File: src/rtl/divisor_secuencial.sv
// Multi-cycle restoring divider: S = A / B, R = A % B, one quotient bit per clock.
// Optional two's-complement mode divides magnitudes and fixes signs on the final step.
module divisor_secuencial #(
  parameter int WIDTH  = 4,
  parameter int SIGNED = 0
) (
  input  logic             clk,
  input  logic             reset,
  input  logic             start,
  input  logic [WIDTH-1:0] A,
  input  logic [WIDTH-1:0] B,
  output logic [WIDTH-1:0] S,
  output logic [WIDTH-1:0] R,
  output logic             busy,
  output logic             done,
  output logic             div_zero
);

  localparam int CW = (WIDTH > 2) ? $clog2(WIDTH) : 1;
  localparam logic [CW-1:0] CNT_INIT = CW'(WIDTH - 1);

  typedef enum logic [1:0] {IDLE, CALC, FIN} state_t;

  state_t           state, state_next;
  logic [CW-1:0]    cnt;
  logic [WIDTH-1:0] dvd_q;
  logic [WIDTH-1:0] dvs_q;
  logic [WIDTH-1:0] rem_q;
  logic [WIDTH-1:0] quot_q;
  logic             neg_q;
  logic             neg_r;

  logic             a_neg, b_neg, b_zero, accept, last;
  logic [WIDTH-1:0] a_mag, b_mag;
  logic [WIDTH:0]   shifted, diff;
  logic             fits;
  logic [WIDTH-1:0] rem_step, quot_step, q_final, r_final;

  function automatic logic [WIDTH-1:0] neg(input logic [WIDTH-1:0] x);
    return '0 - x;
  endfunction

  always_comb begin
    a_neg     = (SIGNED != 0) && A[WIDTH-1];
    b_neg     = (SIGNED != 0) && B[WIDTH-1];
    a_mag     = a_neg ? neg(A) : A;
    b_mag     = b_neg ? neg(B) : B;
    b_zero    = (B == '0);
    accept    = start && (state != CALC);
    last      = (state == CALC) && (cnt == '0);
    // Shift in the next dividend bit; the subtraction borrow decides the quotient bit.
    shifted   = {rem_q, dvd_q[WIDTH-1]};
    diff      = shifted - {1'b0, dvs_q};
    fits      = ~diff[WIDTH];
    rem_step  = fits ? diff[WIDTH-1:0] : shifted[WIDTH-1:0];
    quot_step = {quot_q[WIDTH-2:0], fits};
    q_final   = neg_q ? neg(quot_step) : quot_step;
    r_final   = neg_r ? neg(rem_step) : rem_step;
  end

  always_ff @(posedge clk or negedge reset) begin
    if (!reset) state <= IDLE;
    else        state <= state_next;
  end

  always_comb begin
    state_next = state;
    busy       = 1'b0;
    done       = 1'b0;
    unique case (state)
      IDLE: begin
        if (start) state_next = b_zero ? FIN : CALC;
      end
      CALC: begin
        busy = 1'b1;
        if (cnt == '0) state_next = FIN;
      end
      FIN: begin
        done = 1'b1;
        if (start) state_next = b_zero ? FIN : CALC;
        else       state_next = IDLE;
      end
      default: state_next = IDLE;
    endcase
  end

  always_ff @(posedge clk or negedge reset) begin
    if (!reset) begin
      cnt      <= '0;
      dvd_q    <= '0;
      dvs_q    <= '0;
      rem_q    <= '0;
      quot_q   <= '0;
      neg_q    <= 1'b0;
      neg_r    <= 1'b0;
      S        <= '0;
      R        <= '0;
      div_zero <= 1'b0;
    end else begin
      if (accept && !b_zero) begin
        dvd_q  <= a_mag;
        dvs_q  <= b_mag;
        rem_q  <= '0;
        quot_q <= '0;
        neg_q  <= a_neg ^ b_neg;
        neg_r  <= a_neg;
        cnt    <= CNT_INIT;
      end else if (state == CALC) begin
        rem_q  <= rem_step;
        quot_q <= quot_step;
        dvd_q  <= {dvd_q[WIDTH-2:0], 1'b0};
        cnt    <= cnt - 1'b1;
      end

      // Results are written only on the edge that enters FIN.
      if (accept && b_zero) begin
        S        <= '1;
        R        <= A;
        div_zero <= 1'b1;
      end else if (last) begin
        S        <= q_final;
        R        <= r_final;
        div_zero <= 1'b0;
      end
    end
  end

endmodule
File: config.mk
export PLATFORM = sky130hd
export DESIGN_NAME = divisor_secuencial
export DESIGN_NICKNAME = d
export VERILOG_FILES = /design/src/rtl/divisor_secuencial.sv
export SDC_FILE = /design/constraint.sdc
export NUM_CORES = 1
export LEC_CHECK = 0
export BUFFER_PORTS_ARGS = -buffer_cell sky130_fd_sc_hd__buf_2
export CORE_UTILIZATION = 30
export DETAILED_ROUTE_END_ITERATION = 8
export GPL_TIMING_DRIVEN = 1
export HOLD_SLACK_MARGIN = 0.12
export SYNTH_ARGS = -nofsm -noshare
export SYNTH_HDL_FRONTEND = slang
export SYNTH_SLANG_ARGS = --single-unit
File: constraint.sdc
create_clock -name clk -period 2.2 [get_ports clk]
set_clock_uncertainty 0.05 [all_clocks]
set_input_delay 0.33 -clock clk [delete_from_list [all_inputs] [get_ports clk]]
set_output_delay 0.33 -clock clk [all_outputs]
set_load 0.02 [all_outputs]
== Yosys cells after proc, flatten, opt, wreduce, memory -nomap -nowiden ==
Cells that the tools add are included.
Cells by class
  $lt $le $gt $ge: 0
  shift operators: 0
  reduce and logical (&&, ||, !) cells: 11
  eq/ne operators: 5
  div/mod/pow operators: 0
  multiplexer cells: 22
  $mul: 0
  bitwise operators: 1
  add/sub/neg operators: 2
Operator list (number)
  2-to-1 mux 4 bit: 9
  2-to-1 mux 2 bit: 6
  2-to-1 mux 3 bit: 2
  case mux 2 bit (3 select lines): 1
  subtractor 5 x 4 -> 5 bit: 1
  logical AND 1 bit: 4
  zero test 2 bit: 2
  zero test 4 bit: 1
  2-to-1 mux 1 bit: 4
  inequality test 2 bit (second input constant): 2
  nonzero test 2 bit: 2
  equality test 2 x 1 -> 1 bit (second input constant): 1
  equality test 2 bit (second input constant): 1
  inequality test 2 x 1 -> 1 bit (second input constant): 1
  AND reduction 2 bit: 1
  subtractor 2 x 1 -> 2 bit (second input constant): 1
  zero test 1 bit: 1
  NOT 1 bit: 1
Word-level totals
  input port bits: 11
  bits in read-only memories: 0
  memories kept: 0
  word-level logic and storage cells: 50
  flip-flop bits (word level): 28
  bits in latches: 0
  bits in writable memories: 0
  output and inout bits: 11

== Longest topological paths before layout ==
  depth in word-level cells: 4
  depth in mapped cells: 8
  depth with buffers taken out: 8

== Least setup slack after synthesis ==
No wires, ideal clock.
  path kind: reg-to-reg
  start: register dvd_q[3]
  end: register R[2]
  clock period less this slack: 2.053 ns
  buffers on the path: 0
  setup slack: 0.147 ns
  arrival: 1.873 ns
  setup time: 0.130 ns
  stages on the path, launching flop included: 9
  required time: 2.020 ns
  cells stage by stage: dfrtp_1 > inv_1 > ha_1 > fa_1 > nand2b_1 > a21oi_2 > xor2_1 > mux2i_1 > o21ai_1
On the way
  longest elaborated chain between the ends: 4
Ends and longest elaborated chain
  from (decl): line 26  | logic [WIDTH-1:0] dvd_q;
  from (signal assigned): line 101  | dvd_q <= a_mag;
  from (signal assigned): line 111  | dvd_q <= {dvd_q[WIDTH-2:0], 1'b0};
  subtractor 5 x 4 -> 5 bit: line 53  | diff = shifted - {1'b0, dvs_q};
  2-to-1 mux 4 bit: line 55  | rem_step = fits ? diff[WIDTH-1:0] : shifted[WIDTH-1:0];
  2-to-1 mux 4 bit: line 120  | end else if (last) begin
  2-to-1 mux 4 bit: line 116  | if (accept && b_zero) begin
  to (signal assigned): line 122  | R <= r_final;
  to (decl): line 13  | output logic [WIDTH-1:0] R,
Every way passes these cells. The select of a mux whose other input is x is not followed.
A chain may end at the register's enable or synchronous reset.

== Worst setup path in the final report ==
  start: register dvs_q[0]
  end: register R[1]
On the way
  longest elaborated chain between the ends: 4
Ends and longest elaborated chain
  from (decl): line 27  | logic [WIDTH-1:0] dvs_q;
  from (signal assigned): line 102  | dvs_q <= b_mag;
  subtractor 5 x 4 -> 5 bit: line 53
  2-to-1 mux 4 bit: line 55
  2-to-1 mux 4 bit: line 120
  2-to-1 mux 4 bit: line 116
Every way passes these cells. The select of a mux whose other input is x is not followed.

==> run summary <==
Status -> finished, final reports clean
R2R setup slack -> 0.06 ns
Initial Util -> 32.1%
Synth Instances -> 128
RR Endpoint -> R[1]
Util after Layout -> 39.2%
Leak Pwr -> 0.767 nW
DR DRC count -> 0
F_max -> 0.468 GHz
Maxcap violations -> 0
Drt first-iter violations -> 51
CP Cell Sequence -> ha_1 -> fa_2 -> nand2b_4 -> a21oi_4 -> xnor2_2 -> mux2_2 -> o21ai_1
Slew Viols, Final -> 0
CP endpoint kind -> flop
Crit Path Category -> reg2reg
R2R cell count -> 7
Worst Max-Slew Pin Slew -> 0.644 ns
Hold Path Origin -> A[0]
Clk buf depth -> 2
Worst hold stages -> 3
Total track usage -> 14.3%
CP Buf/Inv Count -> 0
Syn_area_per_cell -> 10.3 um^2
Placer Congestion -> 0.850
Hold endpoint -> dvd_q[0]
Yosys warning count -> 0
Global-route wire length before repair -> 4.79 mm
I/O Pins -> 22
Via count -> 1016
Largest stage delay on the critical path -> 0.40 ns
Vias in the first global route -> 1002
Diodes inserted -> 0
GRT Residual Overflow -> 0
DR WL/cell -> 14.3 um
Min cycle time layout -> 2.14 ns
CP arrival -> 2.30 ns
Crit path required time -> 2.36 ns
Filler instances -> 405
CTS Root Cell -> clkbuf_8
DIE HEIGHT -> 68.3 um
PortBufs -> 21
Crit-path slowest cell -> dfrtp_1
H-Tree Depth -> 1
Sequential share of the synthesized area -> 53.1%
Post-synth ARST share -> 100%
Crit path max-delay family -> adder cells
Inst Count DP -> 197
Antenna Nets Post-Route -> 0
Final hold violation count -> 0
Worst-path fanout max -> 3
Max_slew headroom -> 57.1%
Number of flops mapped to enable cells by yosys -> 0
Synthesized Nets -> 145
Nets -> 170
Clock Latency Late Sink -> 0.28 ns
DIE WIDTH -> 68.3 um
Cts bufs inserted -> 3
Setup-failing EPs final -> 0
CTS tree -> done
Origin of the critical flop-to-flop path -> dvs_q[0]
Initial antenna violation count -> 0
Std-Cell Rows -> 23
Pwr Density -> 1790 nW/um^2
Largest net degree at the start of global routing -> 29
DR vias/cell -> 5.03
Maximum VDD drop -> 0.553 mV
Final Non-Filler Cells -> 202
FF+latch count, synth -> 28
Mapped Area -> 1320 um^2
Most used DFF post-synth -> dfrtp_1
HP Class -> in2reg
Die area -> 4670 um^2
Crit start category -> flop
Unrepaired setup endpoints after global routing -> false
Post-synth cell types -> 32
Share of layout cells above drive strength 1 -> 27.0%
Synth-to-Final Area Change -> 22.3%
Post-DP HPWL -> 2.09 mm
Clock sinks -> 28
Setup WS post-layout -> 0.0629 ns
Setup WS pre-CTS -> -0.0937 ns
Clock transition at path regs -> 0.10 ns
Total power -> 2.89 mW
Core area -> 4120 um^2
WL final -> 2.90 mm
Final period utilization -> 97.1%
First-pass DRT Iterations -> 4
==> synthesized netlist by cell type (all sizes together) (2+ instances only) <==
master,count,share of area [%]
a21oi,4,2.1
nand3,10,3.8
a22oi,7,4.0
dfrtp,28,53
o22a,4,2.7
nor2,3,0.85
ha,5,4.7
buf,4,1.6
mux2,2,1.7
nand2,15,4.3
clkbuf,3,0.85
xnor2,3,2.0
mux2i,2,1.5
inv,9,2.6
xor2,2,1.3
o21ai,15,5.7
nand2b,2,0.95
==> layout by cell type, fill, tap and decap left out, drive strengths merged <==
master	Yosys	routed
o21a	1	1
clkbuf	3	3
o31ai	1	1
nand2	15	15
nor4	1	1
ha	5	5
nor2b	1	1
a22oi	7	7
a21oi	4	4
xor2	2	2
o22a	4	4
o211ai	1	1
nor2	3	3
or2	1	1
bufinv	0	1
mux2i	2	2
dfrtp	28	28
and3	1	1
a32o	1	1
o21ai	15	15
nand2b	2	2
inv	9	9
dlygate4sd3	0	1
o22ai	1	1
mux2	2	2
buf	4	26
nand3	10	10
xnor2	3	3
fa	1	1
==> worst max-delay path by stage <==
stage | start | end | slack, ns | cells past startpoint
floorplan | dvd_q[3] | R[2] | 0.15 | 8
global placement | dvd_q[3] | R[2] | -0.02 | 8
detailed placement | dvs_q[0] | R[2] | -0.09 | 7
CTS | dvs_q[0] | R[2] | 0.04 | 7
global route | dvd_q[3] | R[2] | 0.0008 | 8
finish | dvs_q[0] | R[1] | 0.06 | 7
==> flip-flops by register name, indices dropped and copies added (netlist names) <==
signal	count
dvd_q	4
R	4
state	2
cnt	2
dvs_q	4
rem_q	4
S	4
div_zero	1
quot_q	3
==> stage by stage <==
stage	instance area, um^2	TNS [ns]	hold slack (ns)
after floorplan	1320	0	-0.0156
after global placement	1490	-0.0313	0.322
after detailed placement	1490	-0.167	0.341
after CTS	1610	0	0.208
after global routing	1610	0	0.231
final	1610	0	0.219
==> what timing repair did <==
item,CTS,global route
pin swaps,2,3
gates resized for setup,6,2
setup buffers,0,0
hold buffers,1,0
endpoints found under the setup margin,7,5
hold endpoints to repair,28,0
==> worst register-to-register path, cell delays in order (launching register included) <==
cell	delay [ns]
dfrtp_1	0.40
ha_1	0.22
fa_2	0.36
nand2b_4	0.16
a21oi_4	0.19
xnor2_2	0.18
mux2_2	0.39
o21ai_1	0.14
==> kinds of logic after synthesis <==
kind of cell / Yosys count / share of synthesized area [%]
xor+xnor: 5 / 3.32
fa+ha+maj: 6 / 6.26
mux: 4 / 3.22
buf+inv: 16 / 5.02
compound gates: 35 / 17.3
simple gates: 34 / 11.8
flops: 28 / 53.1
==> power by group <==
| part | total (mW) | switching [mW] | internal, mW |
|---|---|---|---|
| Sequential | 0.900 | 0.149 | 0.752 |
| Clock | 0.413 | 0.169 | 0.244 |
| Combinational | 1.58 | 0.880 | 0.697 |
==> layer usage <==
metal / global-route usage (%) / share of wire, %
met1: 18.8 / 47
met2: 23.0 / 46
met3: 4.17 / 5.7
met4: 3.13 / 0.66
met5: 0 / 0
==> final cells by class <==
type	count	area, um^2	area share (%)
clock buffers	3	41.3	2.56
flip-flops and latches	28	701	43.4
clock inverters	1	30.0	1.86
multi-input cells	84	593	36.7
inverters	9	33.8	2.09
repair buffers	27	153	9.46
well taps	50	62.6	3.88
No activity file was read; power rests on OpenSTA's default activity.
